==> src/rtl/mem_port_arbiter.sv <==
// Shares one req/ack memory port between instruction fetch and load/store, stalling the core.
// Optional MEM_MISALIGN_CHECK_EN: misaligned half/word stores skip the bus and raise misalign_err.
module mem_port_arbiter #(
    parameter logic [31:0] RESET_PC  = 32'h0000_0000,
    parameter int          TIMEOUT   = 64,
    parameter logic [31:0] NOP_INSTR = 32'h0000_0013
) (
    input  logic        CLK,
    input  logic        reset,
    input  logic [31:0] nextPC,
    input  logic        memory_en,
    input  logic [1:0]  store_size,
    input  logic [31:0] mem_addr,
    input  logic [31:0] mem_write_data,
    output logic [31:0] instr_fetch,
    output logic [31:0] mem_read_data,
    output logic        stall_mem,
    output logic        bus_req,
    output logic        bus_we,
    output logic [3:0]  bus_be,
    output logic [31:0] bus_addr,
    output logic [31:0] bus_wdata,
    input  logic [31:0] bus_rdata,
    input  logic        bus_ack,
    output logic        bus_err,
    output logic        misalign_err
);
    typedef enum logic [1:0] {S_FETCH, S_EXEC, S_DATA, S_COMMIT} state_t;
    localparam logic [7:0] TMO_LAST = 8'(TIMEOUT - 1);

    state_t      r_state;
    logic [31:0] r_fetch_addr;
    logic [7:0]  r_cnt;
    logic [1:0]  r_a;
    logic        r_req;
    logic        r_we;
    logic [3:0]  r_be;
    logic [29:0] r_addr;
    logic [31:0] r_wdata;
    logic [31:0] r_instr;
    logic [31:0] r_rdata;
    logic        r_err;

    logic [3:0]  w_be;
    logic [31:0] w_wdata;
    logic        w_commit;
    logic        w_fetch_go;
    logic [31:0] w_pc_next;
    logic        w_unused;

    // Sub-word stores replicate their data on every lane; byte enables pick the live one.
    always_comb begin
        w_be    = 4'hF;
        w_wdata = mem_write_data;
        case (store_size)
            2'b00: begin
                w_be    = 4'b0001 << mem_addr[1:0];
                w_wdata = {4{mem_write_data[7:0]}};
            end
            2'b01: begin
                w_be    = 4'b0011 << {mem_addr[1], 1'b0};
                w_wdata = {2{mem_write_data[15:0]}};
            end
            default: ;
        endcase
    end

    assign w_commit   = (r_state == S_EXEC && !memory_en) || r_state == S_COMMIT;
    // The first fetch after reset launches from FETCH itself; later ones launch on commit.
    assign w_fetch_go = w_commit || (r_state == S_FETCH && !r_req);
    assign w_pc_next  = (r_state == S_FETCH) ? r_fetch_addr : nextPC;
    assign w_unused   = ^w_pc_next[1:0];

`ifdef MEM_MISALIGN_CHECK_EN
    logic w_mis;
    logic r_mis;
    assign w_mis = (store_size == 2'b01 && mem_addr[0]) ||
                   (store_size == 2'b10 && mem_addr[1:0] != 2'b00);
    assign misalign_err = r_mis;
`else
    assign misalign_err = 1'b0;
`endif

    always_ff @(posedge CLK or negedge reset) begin
        if (!reset) begin
            r_state      <= S_FETCH;
            r_fetch_addr <= RESET_PC;
            r_cnt        <= 8'd0;
            r_a          <= 2'd0;
            r_req        <= 1'b0;
            r_we         <= 1'b0;
            r_be         <= 4'hF;
            r_addr       <= 30'd0;
            r_wdata      <= 32'd0;
            r_instr      <= NOP_INSTR;
            r_rdata      <= 32'd0;
            r_err        <= 1'b0;
`ifdef MEM_MISALIGN_CHECK_EN
            r_mis        <= 1'b0;
`endif
        end else begin
            case (r_state)
                S_FETCH: if (r_req) begin
                    if (bus_ack) begin
                        r_instr <= bus_rdata;
                        r_req   <= 1'b0;
                        r_state <= S_EXEC;
                    end else if (r_cnt == TMO_LAST) begin
                        r_instr <= NOP_INSTR;
                        r_req   <= 1'b0;
                        r_err   <= 1'b1;
                        r_state <= S_EXEC;
                    end else begin
                        r_cnt <= r_cnt + 8'd1;
                    end
                end
                S_EXEC: begin
                    if (!memory_en) begin
                        r_fetch_addr <= nextPC;
                        r_state      <= S_FETCH;
                    end
`ifdef MEM_MISALIGN_CHECK_EN
                    else if (w_mis) begin
                        r_rdata <= 32'd0;
                        r_mis   <= 1'b1;
                        r_state <= S_COMMIT;
                    end
`endif
                    else begin
                        r_req   <= 1'b1;
                        r_we    <= (store_size != 2'b11);
                        r_be    <= w_be;
                        r_addr  <= mem_addr[31:2];
                        r_wdata <= w_wdata;
                        r_a     <= mem_addr[1:0];
                        r_cnt   <= 8'd0;
                        r_state <= S_DATA;
                    end
                end
                S_DATA: begin
                    if (bus_ack) begin
                        if (!r_we) r_rdata <= bus_rdata >> {r_a, 3'b000};
                        r_req   <= 1'b0;
                        r_state <= S_COMMIT;
                    end else if (r_cnt == TMO_LAST) begin
                        r_rdata <= 32'd0;
                        r_req   <= 1'b0;
                        r_err   <= 1'b1;
                        r_state <= S_COMMIT;
                    end else begin
                        r_cnt <= r_cnt + 8'd1;
                    end
                end
                S_COMMIT: begin
                    r_fetch_addr <= nextPC;
                    r_state      <= S_FETCH;
                end
                default: r_state <= S_FETCH;
            endcase
            if (w_fetch_go) begin
                r_req  <= 1'b1;
                r_we   <= 1'b0;
                r_be   <= 4'hF;
                r_addr <= w_pc_next[31:2];
                r_cnt  <= 8'd0;
            end
        end
    end

    assign instr_fetch   = r_instr;
    assign mem_read_data = r_rdata;
    assign stall_mem     = !w_commit;
    assign bus_req       = r_req;
    assign bus_we        = r_we;
    assign bus_be        = r_be;
    assign bus_addr      = {r_addr, 2'b00};
    assign bus_wdata     = r_wdata;
    assign bus_err       = r_err;
endmodule

==> config.mk <==
export PLATFORM = sky130hd
export DESIGN_NAME = mem_port_arbiter
export DESIGN_NICKNAME = d
export VERILOG_FILES = /design/src/rtl/mem_port_arbiter.sv
export SDC_FILE = /design/constraint.sdc
export NUM_CORES = 1
export LEC_CHECK = 0
export ABC_AREA = 0
export BUFFER_PORTS_ARGS = -buffer_cell sky130_fd_sc_hd__buf_2
export CAP_MARGIN = 20
export CORE_MARGIN = 2
export CORE_UTILIZATION = 29
export DETAILED_ROUTE_END_ITERATION = 10
export SETUP_SLACK_MARGIN = 0.05
export SLEW_MARGIN = 10
export SYNTH_ARGS = -nofsm -noshare
export SYNTH_HDL_FRONTEND = slang
export SYNTH_SLANG_ARGS = --single-unit
==> constraint.sdc <==
create_clock -name CLK -period 2 [get_ports CLK]
set_clock_uncertainty 0.2 [all_clocks]
set_input_delay 0.4 -clock CLK [delete_from_list [all_inputs] [get_ports CLK]]
set_output_delay 0.4 -clock CLK [all_outputs]
set_load 0.02 [all_outputs]
* After elaboration in Yosys (flattened, before gate mapping) *
Index checks and enable logic that the tools add are counted.

storage, ports and cells
  register bits after elaboration = 177
  input bits = 134
  word-level logic and storage cells = 98
  memory bits (read-only) = 0
  memories kept = 0
  output and inout bits = 137
  bits in writable memories = 0
  bits in latches = 0

cells by class
  shift operators = 3
  multipliers = 0
  divide/modulo/power cells = 0
  mux-type cells = 44
  order comparisons = 0
  reduce and logical (&&, ||, !) cells = 24
  bitwise gates (word level) = 0
  equal/unequal tests = 14
  add/sub/neg operators = 1

operators with widths
  operator                                                           number
  32-bit two-way mux                                                 7
  32-bit case mux with 2 select lines                                2
  30-bit two-way mux                                                 3
  8-bit two-way mux                                                  5
  32-bit by 5-bit right shift with 32-bit output                     1
  8-bit case mux with 3 select lines                                 1
  3-bit AND reduction                                                5
  1-bit two-way mux                                                  13
  2-bit two-way mux                                                  6
  4-bit two-way mux                                                  3
  2-bit nonzero test                                                 5
  3-bit != test, second input constant                               3
  8-bit by 1-bit adder with 8-bit output, second input constant      1
  8-bit by 6-bit == test with 1-bit output, second input constant    1
  2-bit != test, second input constant                               4
  2-bit case mux with 4 select lines                                 1
  4-bit case mux with 2 select lines                                 1
  2-bit AND reduction                                                4
  2-bit by 1-bit == test with 1-bit output, second input constant    2
  2-bit == test, second input constant                               2
  2-bit zero test                                                    2
  4-bit != test, second input constant                               1
  4-bit nonzero test                                                 1
  1-bit by 2-bit left shift with 4-bit output, first input constant  1
  7 further kinds                                                    11

* Longest topological paths before layout *
Gate-level depths: netlist of the first run.

  word-level depth = 6
  depth in mapped cells = 8
  gate-level depth less buffers = 6

* Worst setup path before layout of the first run *
OpenSTA, ideal clock, no wires.

  kind = register to register
  from = reg r_state[0]
  to = reg r_addr[10]
  path slack = -68 ps
  data arrival time = 1,735 ps
  buffers on the path = 2
  clock period less this slack = 2,068 ps
  stages on the path, launching flop included = 8
  required time = 1,667 ps
  cell sequence = dfrtp_1 inv_1 ha_1 buf_4 clkbuf_1 mux2_2 mux2i_1 o21ai_0

between the ends
  word-level cells in the longest chain between the ends = 6
  elaborated cells between the ends (all ways) = 12

RTL lines
  element                                   line     RTL
  start: declaration                        31       state_t r_state;
  start signal: assignment                  86       r_state <= S_FETCH;
  start signal: assignment                  107      r_state <= S_EXEC;
  start signal: assignment                  112      r_state <= S_EXEC;
  2-bit by 1-bit == test with 1-bit output  68, 102
  1-bit logical AND                         68       assign w_commit = (r_state == S_EXEC && !memory_en) || r_state == S_COMMIT;
  1-bit logical OR                          68
  1-bit logical OR                          70       assign w_fetch_go = w_commit || (r_state == S_FETCH && !r_req);
  2-bit nonzero test (no line)              n/a
  2-bit AND reduction (no line)             n/a
  end signal: assignment                    133      r_addr <= mem_addr[31:2];
  end signal: assignment                    164      r_addr <= w_pc_next[31:2];
  end: declaration                          38       logic [29:0] r_addr;

Parallel ways exist; a longest one is shown, timed or not.
A chain may end at the register's enable or synchronous reset.

* Final worst setup path of the first run *
  from = reg r_state[0]
  to = out stall_mem

between the ends
  word-level cells in the longest chain between the ends = 4
  elaborated cells between the ends (all ways) = 5

RTL lines
  element                                   line  RTL
  2-bit by 1-bit == test with 1-bit output  68
  1-bit logical AND                         68
  1-bit logical OR *                        68
  1-bit zero test *                         172   assign stall_mem = !w_commit;
  end: declaration                          17    output logic stall_mem,

Every way passes the cells marked *; elsewhere a longest branch is shown, timed or not.

==> results of run 1 <==
==> worst max-delay path: stages, from the launching register on <==
cell     delay [ps]
dfrtp_1         440
ha_2            230
buf_4           170
nor2_4          100
buf_6           130
==> flip-flops by register name, summed over array words and instances (netlist names), named ones only <==
register and flops:
bus_be 4, bus_err 1, bus_req 1, bus_wdata 32
bus_we 1, instr_fetch 32, mem_read_data 32, r_a 2
r_addr 30, r_cnt 8, r_fetch_addr 30, r_state 1
==> layer usage <==
metal  share of wire [%]  wire length (µm)  track usage [%]  vias up
li1                    -                 -                -     3389
met1                  45             12300             21.9     3517
met2                  48             13100             26.9      211
met3                 5.3              1450             3.83       34
met4                 1.9               529             5.53        0
met5                   0                 0                0        -
==> worst max-delay path by stage <==
stage | from | endpoint | slack (ps) | cells past startpoint
CTS | register | stall_mem | -130 | 6
floorplan | r_state[0]$_DFFE_PN0P_ | mem_read_data[24]$_DFFE_PN0P_ | 50 | 8
finish | r_state[0]$_DFFE_PN0P_ | stall_mem | -100 | 4
global placement | register | r_addr[27]$_DFFE_PN0P_ | -20 | 7
detailed placement | register | r_addr[26]$_DFFE_PN0P_ | -70 | 7
global route | register | stall_mem | -160 | 6
==> power breakdown <==
part           leakage (nW)  total [mW]  switching [mW]  internal (mW)
registers              2.15        6.09           0.886           5.20
clock network         0.284        3.38            1.69           1.69
logic                  3.26        11.1            6.12           4.97
==> kinds of logic after synthesis <==
logic type      after synthesis  synth area share (%)
other cells                   1                0.0446
flops                       175                  52.2
compound gates              174                  12.8
fa+ha+maj                     6                 0.892
simple gates                187                  10.5
buf+inv                      74                  4.09
xor+xnor                      3                 0.312
mux                         151                  19.1
==> cell usage in the layout, fill, tap and decap left out, types with 4 or more instances in the layout <==
| master | n |
|---|---|
| nand2_2 | 9 |
| o21ai_2 | 5 |
| buf_6 | 18 |
| a22o_1 | 8 |
| nand4_1 | 30 |
| nand2b_4 | 4 |
| o21ai_0 | 49 |
| mux2_2 | 75 |
| buf_4 | 37 |
| dfstp_2 | 7 |
| clkbuf_16 | 24 |
| dfrtp_1 | 167 |
| diode_2 | 4 |
| inv_1 | 8 |
| o2bb2ai_1 | 20 |
| buf_12 | 17 |
| o21ai_1 | 42 |
| buf_2 | 263 |
| o2bb2ai_2 | 4 |
| nand2_1 | 90 |
| mux2i_1 | 73 |
| inv_8 | 6 |
| nor2_1 | 26 |
| a21oi_1 | 19 |
==> final cells by class <==
| cell class | count | area (µm²) | share of cell area, % |
|---|---|---|---|
| repair buffers | 347 | 2370 | 20.0 |
| well taps | 384 | 480 | 4.04 |
| multi-input cells | 527 | 4010 | 33.7 |
| clock buffers | 17 | 425 | 3.58 |
| flip-flops and latches | 175 | 4390 | 36.9 |
| inverters | 10 | 37.5 | 0.316 |
| diodes | 4 | 10.0 | 0.0842 |
| clock inverters | 15 | 166 | 1.40 |
==> metrics by stage <==
step / instances / area [µm²] / hold slack (ps) / worst slack [ps] / total power [mW]
global route: 1477 / 11900 / 3.79 / -162 / 21.8
CTS: 1455 / 11300 / 1.11 / -129 / 18.9
floorplan: 773 / 8440 / -95.6 / 50.0 / 12.0
detailed placement: 1410 / 10500 / 110 / -73.7 / 15.2
finish: 1479 / 11900 / 16.5 / -102 / 20.5
global placement: 1410 / 10500 / 108 / -19.6 / 15.1
==> timing repair <==
item                                    CTS  global route
endpoints found under the setup margin  102           140
setup buffers                             8             9
pin swaps                                 8            16
gates cloned                              3            11
resized for setup                        31           104
hold buffers                              3             0
endpoints found under the hold margin    55             0
==> run summary, run 1 <==
worst skew pair latency = 420 ps
total leakage power = 5.69 nW
worst slew pin tran = 502 ps
average cell area after synthesis = 10.9 µm²
RSZ-0062 raised after global routing = yes
Layout area overhead = 41.4%
CTS Buffer Depth = 2
Core Rows = 62
Min-Delay Endpoint = r_fetch_addr[15]$_DFFE_PN0P_
Setup CP Type = reg -> out
sequential area share after synthesis = 52.2%
HP Class = in -> reg
Top Ports = 271
Clock Sink Count = 175
post-synthesis cell area = 0.00841 mm²
drt pass-1 iters = 4
Worst-path clk slew = 80 ps
Max FO, Critical Path = 5
DRC viols = 0
crit path DAT = 1500 ps
Reg2Reg Setup Slack = -80 ps
Critical Path End Type = output port
most common library cells after synthesis = dfrtp_1 (168), nand2_1 (99), o21ai_0 (96)
Antenna Nets Post-Route = 0
number of synthesized register bits = 175
Initial Util = 29.4%
maximum vdd drop = 0.000586 V
Main synth FF type = dfrtp_1
Post-synth EDFFs = 0
Reg-to-Reg End = bus_req$_DFFE_PN0P_
first-pass GRT wire length = 39700 µm
# nets final = 1218
Placer Congestion = 0.832
die area = 0.0304 mm²
PwrDens = 1730 mW/mm²
IO Port Bufs = 265
Finish-stage setup viols = 64
fin crit share = 105%
post-route minimum period = 2100 ps
synth unique cells = 53
Fillers = 2759
chip width = 174 µm
count leader, synth = dfrtp_1
Max Cap Viol = 0
Slew Limit Fails = 0
startpoint types = register
Setup TNS = -2200 ps
synthesis warning total = 0
Post-synth ARST share = 100%
r2r worst-path depth = 8
core box area = 0.0286 mm²
Worst EP required = 1400 ps
failing checks = setup timing
GRT overflow = 0
CTS H-tree lvls = 4
CTS tree = built
final count of hold timing violations = 0
vias = 7151
hpwl dp = 18300 µm
Rel. slew slack = 66.4%
share of cells above drive strength 1 = 47.6%
status = finished, violations left
Initial DRC Count = 350
Num CTS Buffers = 17
Cells after Synth = 771
Die Ht = 174 µm
Synth area leaders = dfrtp_1 (50%), mux2_2 (10%), mux2i_1 (8.8%)
initial antenna violation count = 3
routed wire length = 27400 µm
post-route setup slack = -102 ps
Clock Root Buffer = clkbuf_16
Yosys top cell area share = 50.0%
hold path start = nextPC[15]
Fmax = 0.476 GHz
final core utilization = 41.5%
Wirelength per Cell = 18.5 µm
Tot GR Track Use = 16.6%
number of global-route vias before repair = 7015
Yosys top cell by area = dfrtp_1
Vias/cell = 4.84
largest net degree at the start of global routing = 61
hold depth = 2
Note: power is estimated with default switching activity, not from simulation.
==> inputs of run 2 (changes only) <==
--- a/config.mk
+++ b/config.mk
@@ -11,6 +11,7 @@
 export CORE_MARGIN = 2
 export CORE_UTILIZATION = 29
 export DETAILED_ROUTE_END_ITERATION = 10
+export REMOVE_ABC_BUFFERS = 1
 export SETUP_SLACK_MARGIN = 0.05
 export SLEW_MARGIN = 10
 export SYNTH_ARGS = -nofsm -noshare
==> run 2 against run 1 <==
The flow still finishes with violations (setup timing); sequential cell count unchanged; total power down 3.3%; sequential power down 1%; die area unchanged; maximum frequency down 0.26%; sequential share of layout area about the same; critical path type unchanged; largest power group unchanged.
==> run summary, run 2 (synthesis results as in run 1) <==
status = finished, violations left
failing checks = setup timing
# nets final = 1236 (+1.5%)
largest net degree at the start of global routing = 61 (unchanged)
CTS tree = built
sw frac = 41.3% (-1.0 points)
number of global-route vias before repair = 7437 (+6.0%)
Tot Pwr = 19.9 mW (-3.3%)
core box area = 0.0286 mm² (unchanged)
maximum vdd drop = 0.000649 V (+11%)
GRT overflow = 0 (unchanged)
NetSw = 8.20 mW (-5.7%)
DRC viols = 0 (unchanged)
initial antenna violation count = 2 (-1)
Placer Congestion = 0.803 (-3.4%)
worst skew pair latency = 440 ps (+20 ps)
Logic pwr share = 52.6% (-1.4 points)
HP Class = in -> reg
Max Cap Viol = 0 (unchanged)
final count of hold timing violations = 0 (unchanged)
Slew Limit Fails = 0 (unchanged)
IO Port Bufs = 265 (unchanged)
Clock Root Buffer = clkbuf_16
Rel. slew slack = 40.5% (-26 points)
Die Ht = 174 µm (unchanged)
startpoint types = register
Int Power = 11.7 mW (-1.6%)
Top Ports = 271 (unchanged)
PwrDens = 1670 mW/mm² (-3.4%)
fin cells = 1494 (+1.0%)
post-route minimum period = 2110 ps (+5.39 ps)
share of cells above drive strength 1 = 44.5% (-3.0 points)
Antenna Nets Post-Route = 0 (unchanged)
worst slew pin tran = 891 ps (+388 ps)
vias = 7138 (-0.18%)
Worst-path clk slew = 70 ps (about the same)
clock power share = 17.1% (+0.7 points)
chip width = 174 µm (unchanged)
drt pass-1 iters = 4 (unchanged)
Seq pwr share = 30.4% (+0.8 points)
Fillers = 2821 (+2.2%)
Initial DRC Count = 252 (-28%)
fin crit share = 105% (+0.27 points)
Worst EP required = 1400 ps (about the same)
Tot GR Track Use = 16.6% (+0.023 points)
Placed Cells = 1419 (+0.64%)
total leakage power = 5.73 nW (+0.60%)
Max FO, Critical Path = 3 (-2)
die area = 0.0304 mm² (unchanged)
CTS Buffer Depth = 2 (unchanged)
first-pass GRT wire length = 40200 µm (+1.4%)
RSZ-0062 raised after global routing = yes
hpwl dp = 17100 µm (-6.1%)
CTS H-tree lvls = 4 (unchanged)
crit path DAT = 1510 ps (about the same)
Vias/cell = 4.78 (-1.2%)
Core Rows = 62 (unchanged)
Num CTS Buffers = 17 (unchanged)
Initial Util = 29.4% (unchanged)
Clock Sink Count = 175 (unchanged)
Critical Path End Type = output port
Placement Setup Slack = -79.2 ps (-5.44 ps)
Fmax = 0.475 GHz (-0.26%)
most common cell after layout, fill and taps aside = buf_2
post-route setup slack = -107 ps (-5.39 ps)
Setup CP Type = reg -> out
Finish-stage setup viols = 72 (+13%)
Wirelength per Cell = 16.9 µm (-8.8%)
routed wire length = 25200 µm (-7.9%)
commonest non-fill, non-tap cells in the layout = buf_2 (263), dfrtp_1 (167), nand2_1 (97)
Layout area overhead = 41.4% (about the same)
==> run 2: cell count changes in the layout (fill, tap and decap cells not counted), moves of 7 or more <==
cell	previous run	this run
dlygate4sd3_1	3	27
o21ai_0	49	65
mux2_4	2	10
mux2_2	75	67
nand2_1	90	97
o21ai_1	42	31
nand2_2	9	2
==> run 2: per-layer routing <==
metal | vias to the layer above | routed length, µm | track usage [%] | share of wire, %
li1 | 3401 | - | - | -
met1 | 3490 | 11000 | 21.2 | 43
met2 | 217 | 12300 | 27.5 | 49
met3 | 28 | 1540 | 4.55 | 6.1
met4 | 2 | 386 | 5.08 | 1.5
met5 | - | 11 | 0 | 0.044
==> run 2: final cells by class <==
class | instances | area, µm² | area share (%)
diodes | 1 | 2.50 | 0.0210
well taps | 384 | 480 | 4.04
repair buffers | 368 | 2500 | 21.0
clock inverters | 14 | 151 | 1.27
multi-input cells | 524 | 3910 | 32.8
clock buffers | 18 | 429 | 3.61
inverters | 10 | 37.5 | 0.316
flip-flops and latches | 175 | 4390 | 36.9
==> run 2: path summary, 6_finish.rpt <==
path                       slack (ps)                   start                           to  cells past startpoint
setup / recovery                 -110  r_state[0]$_DFFE_PN0P_                    stall_mem                      5
hold / removal                     20               nextPC[3]  r_fetch_addr[3]$_DFFE_PN0P_                      2
setup reg to reg                 -100  r_state[0]$_DFFE_PN0P_          bus_req$_DFFE_PN0P_                      9
hold reg to reg                   260     bus_err$_DFFE_PN0P_          bus_err$_DFFE_PN0P_                      2
max in group asynchronous         780                   reset  r_fetch_addr[6]$_DFFE_PN0P_                      3
min in group asynchronous         200                   reset  instr_fetch[16]$_DFFE_PN0P_                      2
==> run 2: power by group through the flow <==
| stage | combinational (mW) | sequential [mW] | clock, mW |
|---|---|---|---|
| 6_report | 10.4 | 6.03 | 3.39 |
| 5_1_grt | 11.3 | 6.23 | 3.63 |
| 4_1_cts | 10.2 | 6.03 | 3.48 |
| 3_5_place_dp | 9.37 | 6.05 | 0 |
| 3_3_place_gp | 9.25 | 6.02 | 0 |
| 2_1_floorplan | 3.96 | 7.66 | 0 |
==> run 2: repair_timing <==
action | in CTS | in global routing
buffers inserted | 9 | 2
gates cloned | 3 | 1
endpoints found under the hold margin | 168 | 0
hold buffers | 27 | 0
setup endpoints to repair | 107 | 143
resized for setup | 77 | 23
pin swaps | 4 | 8
==> run 2: through the flow <==
| stage | hold slack, ps | area, µm² | util [%] | setup TNS, ps |
|---|---|---|---|---|
| 3_3_place_gp | 98.5 | 10600 | 36.9 | -245 |
| 5_1_grt | 2.05 | 11900 | 41.6 | -9910 |
| 4_1_cts | 0.297 | 11700 | 41.0 | -2390 |
| 6_report | 24.1 | 11900 | 41.6 | -2810 |
| 2_1_floorplan | -95.6 | 8110 | - | -186080 |
| 3_5_place_dp | 94.0 | 10600 | 36.9 | -700 |
==> run 2: critical path, stage by stage (launching register included) <==
cell and delay [ps]:
dfrtp_1 390, buf_6 130, ha_4 150, nor2b_4 140
nor2_4 140, buf_6 130
